### src/rtl/cpu_pkg.sv
// Shared definitions for the ARM-subset CPU pipeline.
// Holds the data-processing opcodes that never write a register, the
// instruction field offsets, the architectural register numbers the
// writeback stage cares about, the writeback FSM state encoding and the
// write-data source select.
package cpu_pkg;

    // Data-processing opcodes (inst[24:21]) that only set flags
    localparam logic [3:0] OP_TST = 4'b1000;
    localparam logic [3:0] OP_TEQ = 4'b1001;
    localparam logic [3:0] OP_CMP = 4'b1010;
    localparam logic [3:0] OP_CMN = 4'b1011;

    // Instruction field offsets
    localparam int RD_LSB = 12;
    localparam int RN_LSB = 16;

    // Architectural register numbers
    localparam int LR_ADDR = 14;
    localparam int PC_ADDR = 15;

    typedef enum logic [1:0] {
        IDLE       = 2'd0,
        LOAD_WAIT  = 2'd1,
        LOAD_DRAIN = 2'd2
    } wb_state_t;

    // Write-data source for non-load instructions
    typedef enum logic {
        SRC_ALU  = 1'b0,
        SRC_LINK = 1'b1
    } wb_src_t;

    // Flag-setting compare/test ops produce no register result
    function automatic logic is_test_op(input logic [3:0] opcode);
        return (opcode == OP_TST) || (opcode == OP_TEQ) ||
               (opcode == OP_CMP) || (opcode == OP_CMN);
    endfunction

endpackage

### src/rtl/wb_inst_class.sv
// Combinational instruction classifier for the writeback stage.
// Ports:
//   inst      - instruction word
//   cond_pass - condition code passed
//   is_load   - instruction is a load (LDR)
//   src       - write-data source for non-load writes (ALU or link)
//   we        - instruction writes the register file
//   addr      - destination register
module wb_inst_class
    import cpu_pkg::*;
#(
    parameter int ADDR_W = 4
) (
    input  logic [31:0]       inst,
    input  logic              cond_pass,
    output logic              is_load,
    output wb_src_t           src,
    output logic              we,
    output logic [ADDR_W-1:0] addr
);

    logic is_mem;
    logic is_store;
    logic is_dp;
    logic is_bl;
    logic dp_writes;
    logic writes;
    logic unused_bits;

    assign is_mem   = (inst[27:26] == 2'b01);
    assign is_load  = is_mem && inst[20];
    assign is_store = is_mem && !inst[20];
    assign is_dp    = (inst[27:26] == 2'b00);
    assign is_bl    = (inst[27:25] == 3'b101) && inst[24];

    assign dp_writes = is_dp && !is_test_op(inst[24:21]);
    assign writes    = (dp_writes || is_load || is_bl) && !is_store;

    assign addr = is_bl ? ADDR_W'(LR_ADDR) : inst[RD_LSB +: ADDR_W];
    assign src  = is_bl ? SRC_LINK : SRC_ALU;

    // PC is owned by fetch, so r15 writes are dropped here
    assign we = cond_pass && writes && (addr != ADDR_W'(PC_ADDR));

    // Condition field and operand fields are not needed for writeback
    assign unused_bits = ^{inst[31:28], inst[19:16], inst[11:0]};

endmodule

### src/rtl/writeback_reg_r.sv
// Writeback stage: retires instructions from the memory stage and drives
// the single-cycle register-file write port of the decode stage.
// Non-load results are written one cycle after accept. Loads park the
// stage in LOAD_WAIT (back-pressuring memory) until dmem_rvalid_i; a flush
// during the wait moves to LOAD_DRAIN, which swallows the late response.
// Optional build macro: WB_RETIRE_CNT_EN adds retire_cnt_o, a count of
// instructions completed without flush.
// Ports:
//   clk, rst_n          - clock, async active-low reset
//   valid_i, ready_o    - memory-stage handshake
//   inst_i, cond_pass_i - instruction and its condition result
//   alu_result_i        - execute result
//   pc_plus4_i          - link value for BL
//   dmem_rvalid_i/rdata - load response
//   flush_i             - squash accepted/pending instruction
//   wb_en_o/addr/data   - register-file write port
//   busy_o              - load outstanding (LOAD_WAIT or LOAD_DRAIN)
//   retire_cnt_o        - retired instruction count (WB_RETIRE_CNT_EN)
module writeback_reg_r
    import cpu_pkg::*;
#(
    parameter int DATA_W = 32,
    parameter int ADDR_W = 4
) (
    input  logic              clk,
    input  logic              rst_n,
    input  logic              valid_i,
    output logic              ready_o,
    input  logic [31:0]       inst_i,
    input  logic              cond_pass_i,
    input  logic [DATA_W-1:0] alu_result_i,
    input  logic [DATA_W-1:0] pc_plus4_i,
    input  logic              dmem_rvalid_i,
    input  logic [DATA_W-1:0] dmem_rdata_i,
    input  logic              flush_i,
    output logic              wb_en_o,
    output logic [ADDR_W-1:0] wb_addr_o,
    output logic [DATA_W-1:0] wb_data_o,
`ifdef WB_RETIRE_CNT_EN
    output logic [31:0]       retire_cnt_o,
`endif
    output logic              busy_o
);

    wb_state_t         state;
    wb_state_t         state_nxt;

    logic              cls_load;
    wb_src_t           cls_src;
    logic              cls_we;
    logic [ADDR_W-1:0] cls_addr;

    // Write intent of the load in flight
    logic              pend_we;
    logic [ADDR_W-1:0] pend_addr;

    logic              accept;
    logic              take;       // accepted and not squashed
    logic              load_done;  // load response for a live load

    wb_inst_class #(
        .ADDR_W(ADDR_W)
    ) u_class (
        .inst     (inst_i),
        .cond_pass(cond_pass_i),
        .is_load  (cls_load),
        .src      (cls_src),
        .we       (cls_we),
        .addr     (cls_addr)
    );

    assign accept    = valid_i && ready_o;
    assign take      = accept && !flush_i;
    assign load_done = (state == LOAD_WAIT) && dmem_rvalid_i && !flush_i;

    // State register
    always_ff @(posedge clk or negedge rst_n) begin
        if (!rst_n) begin
            state <= IDLE;
        end else begin
            state <= state_nxt;
        end
    end

    // Next-state logic
    always_comb begin
        state_nxt = state;
        case (state)
            IDLE: begin
                if (take && cls_load) begin
                    state_nxt = LOAD_WAIT;
                end
            end
            LOAD_WAIT: begin
                // rvalid wins: with a same-cycle flush the data is simply dropped
                if (dmem_rvalid_i) begin
                    state_nxt = IDLE;
                end else if (flush_i) begin
                    state_nxt = LOAD_DRAIN;
                end
            end
            LOAD_DRAIN: begin
                if (dmem_rvalid_i) begin
                    state_nxt = IDLE;
                end
            end
            default: state_nxt = IDLE;
        endcase
    end

    // State-decoded outputs; ready never depends on valid_i
    always_comb begin
        ready_o = 1'b0;
        busy_o  = 1'b0;
        case (state)
            IDLE:       ready_o = 1'b1;
            LOAD_WAIT:  busy_o  = 1'b1;
            LOAD_DRAIN: busy_o  = 1'b1;
            default:    ready_o = 1'b0;
        endcase
    end

    // Pending load bookkeeping
    always_ff @(posedge clk or negedge rst_n) begin
        if (!rst_n) begin
            pend_we   <= 1'b0;
            pend_addr <= '0;
        end else if (take && cls_load) begin
            pend_we   <= cls_we;
            pend_addr <= cls_addr;
        end
    end

    // Register-file write port: wb_en_o is a one-cycle pulse, address and
    // data hold their last written values between writes
    always_ff @(posedge clk or negedge rst_n) begin
        if (!rst_n) begin
            wb_en_o   <= 1'b0;
            wb_addr_o <= '0;
            wb_data_o <= '0;
        end else begin
            wb_en_o <= 1'b0;
            if (take && !cls_load && cls_we) begin
                wb_en_o   <= 1'b1;
                wb_addr_o <= cls_addr;
                wb_data_o <= (cls_src == SRC_LINK) ? pc_plus4_i : alu_result_i;
            end else if (load_done && pend_we) begin
                wb_en_o   <= 1'b1;
                wb_addr_o <= pend_addr;
                wb_data_o <= dmem_rdata_i;
            end
        end
    end

`ifdef WB_RETIRE_CNT_EN
    // Loads retire when their data arrives; everything else on accept
    always_ff @(posedge clk or negedge rst_n) begin
        if (!rst_n) begin
            retire_cnt_o <= '0;
        end else if ((take && !cls_load) || load_done) begin
            retire_cnt_o <= retire_cnt_o + 32'd1;
        end
    end
`endif

endmodule

### config.mk
export PLATFORM = sky130hd
export DESIGN_NAME = writeback_reg_r
export DESIGN_NICKNAME = d
export VERILOG_FILES = /design/src/rtl/cpu_pkg.sv /design/src/rtl/wb_inst_class.sv /design/src/rtl/writeback_reg_r.sv
export SDC_FILE = /design/constraint.sdc
export NUM_CORES = 1
export LEC_CHECK = 0
export ABC_AREA = 1
export CAP_MARGIN = 5
export CORE_UTILIZATION = 45
export CTS_BUF_LIST = sky130_fd_sc_hd__clkbuf_2 sky130_fd_sc_hd__clkbuf_4 sky130_fd_sc_hd__clkbuf_8
export CTS_CLUSTER_DIAMETER = 120
export CTS_CLUSTER_SIZE = 24
export DETAILED_ROUTE_END_ITERATION = 8
export DONT_BUFFER_PORTS = 1
export PLACE_DENSITY = 0.65
export SLEW_MARGIN = 20
export SYNTH_ARGS = -nofsm -noshare
export SYNTH_HDL_FRONTEND = slang
export SYNTH_HIERARCHICAL = 1
export SYNTH_SLANG_ARGS = --single-unit
export TNS_END_PERCENT = 100
### constraint.sdc
create_clock -name clk -period 3.3 [get_ports clk]
set_input_delay 0.99 -clock clk [delete_from_list [all_inputs] [get_ports clk]]
set_output_delay 0.99 -clock clk [all_outputs]
set_load 0.01 [all_outputs]
==> impl_metrics.toml <==
[run_status]
outcome = "completed"

[setup_path]
path_buf_inv = 2
max_stage_delay_ps = 360
worstSetupPathType = "in -> reg"
crit_family = "simple AND/OR/NAND/NOR gates"
reg2reg_from = "state[1]$_DFFE_PN0P_"
crit_slowest_cell = "nor2_4"
arrival_ps = 2560
endpoint_kind = "flop"
cp_max_fo = 18
r2r_slack_ps = 1070
crit_chain = "nand2_1 -> inv_1 -> nand2_2 -> nand2_2 -> nand2_2 -> nor2_2 -> nor2_1 -> nand2_4 -> nor2_4 -> buf_4 -> nand3_1 -> nand2_1 -> nand2_1"
worst_setup_path_start_kind = "primary input"
r2r_cells = 10
worst-endpoint-required_ps = 3480
r2r-end = "wb_data_o[2]$_DFFE_PN0P_"

[pwr]
cellLeakagePower_nw = 1.72
total_power_mw = 2.10
power.density_nw_per_um2 = 697
ir_drop_v = 0.000284

[placement]
io_buffers = 0
gp_congestion = 0.788
dp.cells = 479
dp_slack_ps = 603
dp_hpwl_um = 5000

[logic_synthesis]
synth.yosys.warnings = 6
synth_area_um2 = 2970
synth_fp_nets = 556
yosysUniqueCellTypes = 21
synthArstFlopShare_pct = 100
synth_edf_count = 0
syn_avg_cell_area_um2 = 7.11
ys.flop_type = "dfrtp_1"
yosysSeqAreaShare_pct = 37.0
netlist_instances = 418
synth-seq-cells = 44

[cells_and_area]
drive_gt1_share_pct = 12.0
multi_input_area_um2 = 1470
antennaDiodeCount = 0
final_cells = 487
fillers = 681
area_delta_synth_final_pct = 1.18
regArea_um2 = 1100
mostFrequentLayoutCell = "nand2_1"
final_nets = 547
mostFrequentLayoutCells = "166 x nand2_1, 88 x nand3_1, 46 x inv_1"

[drt]
viasPerCell = 5.30
drt-pass1-iter-count = 4
drc = 0
num_vias = 2583
post_drt_wl_per_cell_um = 14.2
drt-total-wl_um = 6900
drtIter0Drc = 117
drt.antenna.violating_nets = 0

[global_route]
grt_pass1_vias = 2457
grt_max_degree = 45
grt_pass1_wl_um = 11600
globalRouteTotalUtil_pct = 20.8
antenna_found_initial = 0
gr-total-overflow = 0

[sta]
timing.setup.tns_ps = 0
maxSlewHeadroom_pct = 52.3
tightest_slew_ps = 713
setup_slack_ps = 923
fin_skew_ps = 7.13
fmax_mhz = 421
layout_min_cycle_time_ps = 2380
rsz0062_at_grt = "no"
hold_viol_final = 0
slew_viol_final = 0
finalSetupViolCount = 0
fin_crit_sh_pct = 72.0

[floorplanning]
start_util_pct = 46.8
die_w_um = 83.3
rows = 29
fp.dieH_um = 83.3
core_um2 = 6350
io_pins = 173
die_area_um2 = 6940

[clock_tree]
ctsRootBufferMaster = "clkbuf_8"
cts_setup_buffers = 0
cts_sinks = 44
clk_pin_slew_ps = 90
h-tree-depth = 2
numCtsBuffers = 5
cts_resized = 0
cts_tree = "built"
cts_hold_buffers = 0
ctsLongestPathBuffers = 2
insertion_delay_ps = 290

[worst_hold_path]
hp-class = "in -> async"

[job]
maxCapViolCount = 0
[worst max path at each step]
stage                from                        end  slack (ps)  depth (start not counted)
2_1_floorplan  inst_i[25]   wb_addr_o[0]$_DFFE_PN0P_        1060                         13
3_3_place_gp   inst_i[25]  wb_data_o[28]$_DFFE_PN0P_         620                         12
3_5_place_dp   inst_i[27]   wb_data_o[5]$_DFFE_PN0P_         600                         13
4_1_cts        inst_i[27]  wb_data_o[14]$_DFFE_PN0P_         910                         13
5_1_grt        inst_i[27]   wb_data_o[5]$_DFFE_PN0P_         750                         13
6_report       inst_i[27]   wb_data_o[2]$_DFFE_PN0P_         920                         13
[logic make-up (layout without fill, tap and decap cells)]
| kind of cell | count (synthesis) | after routing | synth area share [%] |
|---|---|---|---|
| compound gates | 4 | 4 | 0.673 |
| fa+ha+maj | 4 | 4 | 1.68 |
| buf+inv | 71 | 63 | 13.5 |
| flops | 44 | 44 | 37.0 |
| simple gates | 295 | 295 | 47.1 |
[through the flow]
stage	instance area, um^2	hold slack (ps)	utilization (%)
5_1_grt	3010	357	47.4
2_1_floorplan	2970	442	-
6_report	3010	382	47.4
3_5_place_dp	2900	466	45.6
3_3_place_gp	2900	458	45.6
4_1_cts	3010	367	47.4
[layout make-up]
type	instances	share of cell area [%]
multi-input cells	303	48.9
inverters	49	6.11
flip-flops and latches	44	36.6
clock buffers	5	2.29
well taps	77	3.20
clock inverters	3	1.41
repair buffers	6	1.50
[state kept, by name, summed over array words and instances, names as in the netlist]
register and flops:
wb_addr_o 4, state 2, pend_addr 4, pend_we 1, wb_en_o 1, wb_data_o 32
[synthesized netlist by cell type (4+ instances only)]
master    instances  area [um^2]
buf_6             4         45.0
nand3_2          20          200
clkbuf_8          5         68.8
clkbuf_1          5         18.8
dfrtp_1          44         1100
nand2_1         166          623
ha_1              4         50.1
nor2_1            6         22.5
nand2_2           5         31.3
buf_2             4         20.0
nand3_1          88          440
inv_1            46          173
o21ai_0           4         20.0
[routing by layer]
| metal | global-route usage [%] | part of all wire, % | vias up |
|---|---|---|---|
| li1 | - | - | 1286 |
| met1 | 25.6 | 42 | 1178 |
| met2 | 35.8 | 49 | 112 |
| met3 | 6.06 | 8.2 | 7 |
| met4 | 4.70 | 0.96 | 0 |
| met5 | 0 | 0 | - |
[power by group]
part / leakage [nW] / internal, mW / switching [mW] / total [mW]
combinational: 1.11 / 0.237 / 0.369 / 0.606
sequential: 0.550 / 0.793 / 0.287 / 1.08
clock: 0.0541 / 0.224 / 0.186 / 0.410
total: 1.72 / 1.25 / 0.843 / 2.10
[worst register-to-register path, stage by stage, from the launching register on]
cell and delay, ps:
dfrtp_1 410, inv_1 100, ha_1 170, inv_1 60, nor2_2 80, buf_4 250
nand2_2 470, nand2_1 310, inv_1 140, nand2_1 80, nand2_1 50
No activity file was read; power rests on OpenSTA's default activity.
